File: config.mk
export PLATFORM = sky130hd
export DESIGN_NAME = fdiv_prog
export DESIGN_NICKNAME = d
export VERILOG_FILES = /design/src/rtl/fdiv_prog.sv
export SDC_FILE = /design/constraint.sdc
export NUM_CORES = 1
export LEC_CHECK = 0
export CAP_MARGIN = 15
export CORE_AREA = 3 3 112 124
export CTS_CLUSTER_SIZE = 10
export DETAILED_ROUTE_END_ITERATION = 6
export DIE_AREA = 0 0 115 127
export GPL_ROUTABILITY_DRIVEN = 0
export PLACE_DENSITY = 0.88
export SYNTH_ARGS = -nofsm -noshare
export SYNTH_HDL_FRONTEND = slang
export SYNTH_SLANG_ARGS = --single-unit
File: constraint.sdc
create_clock -name fin -period 15.83 [get_ports fin]
set_input_delay 3.166 -clock fin [delete_from_list [all_inputs] [get_ports fin]]
set_output_delay 3.166 -clock fin [all_outputs]
set_load 0.01 [all_outputs]
File: src/rtl/fdiv_prog.sv
// fdiv_prog: runtime-programmable clock-enable divider with square enable, period tick and beat count
module fdiv_prog #(
  parameter int CNT_W       = 32,
  parameter int DIV_DEFAULT = 3750000,
  parameter int BEAT_W      = 8
) (
  input  logic              fin,
  input  logic              rst_n,
  input  logic              en,
  input  logic              sync_clr,
  input  logic [CNT_W-1:0]  div_in,
  input  logic              div_load,
  output logic              div_pend,
  output logic              fout,
  output logic              tick,
  output logic [BEAT_W-1:0] beat
);
  logic [CNT_W-1:0] count, n, pend_div, ne, n_nxt, ne_nxt, count_nxt;
  logic apply;
  always_comb begin
    ne        = (n == '0) ? CNT_W'(1) : n;
    apply     = en && !sync_clr && (div_pend || div_load) && (count >= ne || count == '0);
    n_nxt     = apply ? (div_load ? div_in : pend_div) : n;
    ne_nxt    = (n_nxt == '0) ? CNT_W'(1) : n_nxt;
    count_nxt = (count >= ne) ? CNT_W'(1) : count + CNT_W'(1);
  end
  always_ff @(posedge fin or negedge rst_n) begin
    if (!rst_n) begin
      count    <= '0;
      n        <= CNT_W'(DIV_DEFAULT);
      pend_div <= '0;
      div_pend <= 1'b0;
      fout     <= 1'b0;
      tick     <= 1'b0;
      beat     <= '0;
    end else begin
      n        <= n_nxt;
      pend_div <= div_load ? div_in : pend_div;
      div_pend <= !apply && (div_load || div_pend);
      if (sync_clr) begin
        count <= '0;
        fout  <= 1'b0;
        tick  <= 1'b0;
        beat  <= '0;
      end else if (en) begin
        count <= count_nxt;
        fout  <= count_nxt > (ne_nxt >> 1);
        tick  <= count_nxt == ne_nxt;
        beat  <= beat + BEAT_W'(count_nxt == ne_nxt);
      end else begin
        tick  <= 1'b0;
      end
    end
  end
endmodule
# After elaboration in Yosys (flattened, before gate mapping)
# Cells that the tools add are included.
# word_totals
ff_bits	107
out_inout_bits	11
wordCells	37
# classes
add_sub_neg	2
magnitude_cmp	2
n_eq_ne	1
mux	13
n_reduce_logical	12
# op_table
operator	n
32-bit two-way mux	7
32-bit logical NOT	3
32-bit by 1-bit adder with 32-bit output, second input constant	1
32-bit equality test	1
32-bit greater-or-equal comparator	1
32-bit by 31-bit greater-than comparator with 1-bit output	1
8-bit two-way mux	2
8-bit by 1-bit adder with 8-bit output	1
1-bit logical AND	4
1-bit two-way mux	4
1-bit logical NOT	2
1-bit logical OR	2
2-bit nonzero test	1

# Logic depth before layout (Yosys ltp)
# logic_depth
word_depth	12
depth_mapped	25

# Worst setup path after synthesis
# OpenSTA, ideal clock, no wires.
# synth_path
kind	input to register
from	in sync_clr
to	reg fout
setup_time_ns	0.129
arrival_time_ns	6.418
slack_ns	9.283
cell_stages	18
n_path_buf	5
path_cell_list	clkbuf_1 -> nand2b_1 -> nor2_1 -> clkbuf_1 -> o21ai_1 -> buf_4 -> clkbuf_1 -> clkbuf_1 -> nand2_1 -> nand2_1 -> inv_1 -> ha_1 -> nand4_1 -> or2_2 -> or4_1 -> nor4_1 -> nor3_1 -> o2bb2ai_1
# synth_via
elab_chain_cells	10
elab_cells_between_ends	11
classes_between	order compare (1); mux (4); reduce/logical (6)
# synth_lines
item	line	text
from (decl)	10	input logic sync_clr,
1-bit logical NOT (*)	22	apply = en && !sync_clr && (div_pend || div_load) && (count >= ne || count == '0);
1-bit logical AND (*) (3 in a row)	22	
32-bit two-way mux (*)	23	n_nxt = apply ? (div_load ? div_in : pend_div) : n;
named net n_nxt[24]	18	logic [CNT_W-1:0] count, n, pend_div, ne, n_nxt, ne_nxt, count_nxt;
32-bit logical NOT	24	ne_nxt = (n_nxt == '0) ? CNT_W'(1) : n_nxt;
32-bit two-way mux (*)	24	
32-bit by 31-bit greater-than comparator with 1-bit output (*)	47	fout <= count_nxt > (ne_nxt >> 1);
1-bit two-way mux (*)	45	end else if (en) begin
1-bit two-way mux (*)	40	if (sync_clr) begin
to (signal assigned)	47	
to (decl)	14	output logic fout,
# Mark *: on every way through the listed nets, which the timed path passes. The rest lies on a longest branch. The select of a mux whose other input is x is not followed.
# A chain may end at the register's enable or synchronous reset.

# Final worst setup path
# layout_path
from	in sync_clr
to	reg beat[6]
# layout_via
elab_chain_cells	11
elab_cells_between_ends	12
classes_between	add/sub (1); eq/ne (1); mux (4); reduce/logical (6)
# layout_lines
item	line	text
1-bit logical NOT (*)	22	
1-bit logical AND (*) (3 in a row)	22	
32-bit two-way mux (*)	23	
named net n_nxt[18]	18	
32-bit logical NOT	24	
32-bit two-way mux (*)	24	
32-bit equality test (*)	49	beat <= beat + BEAT_W'(count_nxt == ne_nxt);
8-bit by 1-bit adder with 8-bit output (*)	49	
8-bit two-way mux (*)	45	
8-bit two-way mux (*)	40	
to (signal assigned)	49	
to (decl)	16	output logic [BEAT_W-1:0] beat
# Marks and branches as above.

==> flow_results.org <==
** Yosys
- Synthesis produced 919 cells.
- Top post-synthesis cells by area :: dfrtp_1 30%, ha_1 10%, mux2i_1 5.0%, mux2_2 3.7%, nand2_1 3.6%
- Yosys mapped a number of flops with a built-in enable equal to 0.
- Number of storage elements in the synthesis netlist :: 107
- Of the total synthesized cell area, the portion taken by AND, OR, NAND and NOR gates is 19.68%.
- In the synthesized netlist the async set-or-reset flop fraction comes to 100.0%.
- Post-Syn Area per Cell :: 8.945 um2
- The synthesized netlist devotes 18.08% of its cell area to compound gates.
- For this run, the leading register cell type out of synthesis is dfrtp_1.
- Synthesized-area fraction occupied by xor and xnor cells :: 4.688%
- Counting distinct cell types in the post-synthesis netlist gives 78.
- Yosys printed 0 warnings.
- In this run the cell area of the synthesized design comes to 8220 um2.
- Most common library cells after synthesis :: 97 x dfrtp_1, 78 x nand2_1, 73 x inv_1, 70 x nor2_1, 67 x ha_1
- Leading cell type by number of instances after synthesis :: dfrtp_1
- Number of nets in the synthesized netlist :: 1023
- The largest total area in the synthesized netlist belongs to dfrtp_1.
- By area, the combinational part of the netlist is dominated by simple AND/OR/NAND/NOR gates.
- Summed over its instances, the top area cell type makes up 29.53% of the synthesized netlist area.
- Of the post-synthesis cell area, the part taken by muxes is 8.691%.
- Sequential cells were found to cover 32.72% of the synthesized design area.
- Adder-cell share of the synthesized area :: 10.20%

** Clock network
- CTS placed an instance of clkbuf_16 at the clock tree root.
- Sinks on the clock net :: 107
- In this run, post-CTS repair resized a total of 0 instances.
- Num CTS Buffers :: 9
- In this run the post-CTS setup repair buffer count came out at 0.
- Insertion delay to the later sink of the worst-skew pair :: 0.37 ns
- Clock-pin slew on the worst setup and hold paths :: 0.07 ns
- # H-tree levels :: 3
- Clock Tree Buf Depth :: 2
- TritonCTS built the clock tree.
- Hold repair after CTS inserted 0 buffers.

** Global routing
- Global routing consumed, over all layers together, 34.58% of the routing resources.
- Maximum number of pins on one net before global-route repair :: 65
- Wire length of the first global-routing pass :: 39.16 mm
- The initial antenna violation count was 0.
- The via count of the first global-routing pass was 7260.
- After global routing the overflow that remains totals 0.

** Detailed routing
- Dividing the detail-routed via count by the number of cells gives 7.018.
- 1st-pass router iterations :: 5
- 1st-iter DRT viols :: 974
- Number of nets with antenna violations after detailed routing :: 0
- Routed wire length :: 24.86 mm
- Routed length per placed instance :: 22.52 um
- Total number of vias :: 7748
- After detailed routing, the number of remaining DRC violations is 0.

** Timing
- Clock skew on the completed layout was measured at 0.01152 ns.
- Actual transition at the worst max-transition pin :: 0.8897 ns
- Fraction of the cycle the final worst path needs :: 49.10%
- The count of final hold-check violations was 0.
- The worst pin sits at a relative slew slack of 40.69%.
- Final Max Slew Viols :: 0
- The worst path in the final design needs a cycle of 7.772 ns, including I/O delays and setup.
- For this run, the top clock speed supported by timing is 128.7 MHz.
- Final WS setup :: 8.058 ns
- Setup repair after global routing missed its margin :: false
- For the final routed database, the setup TNS stands at 0 ns.
- Final setup violating endpoints :: 0

** Flow run
- Max-cap viol count :: 0

** Die
- Height of the die :: 127 um
- Ports placed on the boundary :: 48
- After floorplanning, the core was divided into 43 placement rows.
- Core area :: 12700 um2
- Measured along the x axis, the die boundary spans 115 um.
- The initial utilization of the core area, before any placement, comes to 64.74%.
- The die covers 14610 um2.

** Worst setup path
- The critical path runs through a total of 16 cells.
- The startpoint identified for the worst register-to-register timing path is n[7]$_DFF_PN0_.
- Maximum cell stage delay along the critical path :: 0.60 ns
- The kind of cell with the highest combined delay along the critical path is simple AND/OR/NAND/NOR gates.
- Type of the worst setup path :: in -> reg
- Counting cells, the worst reg-to-reg path comes to 22.
- Together, buffers and inverters on the worst path number 3.
- Following the worst setup path forward leads to its endpoint at beat[6]$_DFFE_PN0P_.
- The endpoint identified for the worst register-to-register timing path is beat[6]$_DFFE_PN0P_.
- CP cell instances :: clkdlybuf4s50_1 -> buf_4 -> nand2b_1 -> or2_1 -> a21oi_4 -> buf_4 -> mux2_2 -> or4_1 -> a32o_1 -> nand4b_1 -> nor2_1 -> ha_1 -> ha_1 -> nand2_1 -> or3_1 -> a21oi_1
- For flop-to-flop paths, the worst setup slack is 9.24 ns.
- At the worst endpoint, the arrival time is 8.07 ns.
- STA classifies the critical path endpoint as a register.
- Of all nets on the critical path, the largest fanout is 42.
- The largest individual stage delay along the critical path comes from the cell or2_1.
- Sort of element at the start of the critical path :: primary input
- Source of the critical timing path :: sync_clr
- Req. time, crit path :: 16.12 ns

** Pwr
- Static power due to leakage :: 4.259 nW
- In this run the power density over the cells is 90.89 nW/um2.
- Across the VDD grid, the largest voltage drop is 0.00005072 V.
- The design draws 824.4 uW.

** Final layout
- In the final layout, the multi-input gates occupy 5051 um2.
- Filler Cells Inserted :: 969
- The sequential cells in the finished layout cover a total of 2690 um2.
- Antenna cell count :: 0
- Once layout is complete, the utilization of the core stands at 71.43%.
- In the final design database the tool counted 1047 nets.
- Share of layout cells above drive strength 1 :: 9.715%
- The area growth from synthesis to layout is 10.33%.

** Placement
- Count of buffers from port buffering :: 47
- Once detailed placement completed, the half-perimeter wirelength came to 18.68 mm.
- Timing analysis after detailed placement gives a worst setup slack of 7.823 ns.

** Min path
- Type of the most critical hold path :: reg -> reg
- Hold path startpoint :: n[13]$_DFF_PN1_

** Outcome
- Status :: finished clean
-- metrics by stage --
| stage | instances | hold slack (ns) | cell area (um2) |
|---|---|---|---|
| final | 1104 | 0.4959 | 9070 |
| after CTS | 1104 | 0.4929 | 9070 |
| after detailed placement | 1089 | 0.4819 | 8787 |
| after global placement | 1089 | 0.4799 | 8787 |
| after global routing | 1104 | 0.5182 | 9070 |
| after floorplan | 919 | 0.4623 | 8220 |
-- worst min-delay path, cell delays in order, from the launching register on --
cell     delay (ns)
dfstp_2        0.38
nand2_1        0.05
nand2_1        0.07
-- kinds of logic after synthesis --
kind of cell	Yosys count
AND/OR/NAND/NOR	304
multiplexers	68
XOR/XNOR	44
adder cells (fa/ha/maj)	67
buffers and inverters	123
AO/OA/AOI/OAI	206
flip-flops	107
-- registers in the layout, summed over array words and instances (netlist names) --
register and flops:
fout 1, count 32, div_pend 1, pend_div 32
n 32, beat 8, tick 1
-- report_power, final --
group | leakage, nW | switching (mW) | internal, mW
registers | 1.34 | 0.0247 | 0.310
clock network | 0.141 | 0.107 | 0.121
logic | 2.78 | 0.167 | 0.0954
total | 4.26 | 0.298 | 0.526
-- layer usage --
metal  GRT usage, %  up-vias  part of all wire, %
li1               -     3412                    -
met1          46.53     3653                   39
met2          50.85      565                   43
met3          8.148      118                   11
met4          20.03        0                  6.2
met5              0        -                    0
-- layout by cell type, fill, tap and decap left out, types with 25 or more instances in the layout --
master | Yosys | layout
a21oi_1 | 35 | 35
mux2_2 | 27 | 27
nor2_1 | 70 | 70
ha_1 | 67 | 67
nand2_1 | 78 | 78
dfrtp_1 | 97 | 97
o211ai_1 | 32 | 32
clkdlybuf4s50_1 | 0 | 45
mux2i_1 | 41 | 41
xor2_1 | 25 | 25
o21ai_0 | 25 | 25
inv_1 | 73 | 73
nand4_1 | 34 | 34
-- worst min path at each step --
stage,end,slack (ns),cells past startpoint
6_report,n[13]$_DFF_PN1_,0.50,2
5_1_grt,n[21]$_DFF_PN1_,0.52,2
4_1_cts,n[13]$_DFF_PN1_,0.49,2
3_5_place_dp,n[13]$_DFF_PN1_,0.48,2
3_3_place_gp,n[21]$_DFF_PN1_,0.48,2
2_1_floorplan,n[0]$_DFF_PN0_,0.46,2
-- cell type report --
cell class	instances	area share, %
clock buffer	9	2.483
inverter	75	3.104
tap	157	2.166
sequential	107	29.66
multi-input combinational	689	55.69
timing repair buffer	61	6.263
clock inverter	6	0.6346
No activity file was read; power rests on OpenSTA's default activity.
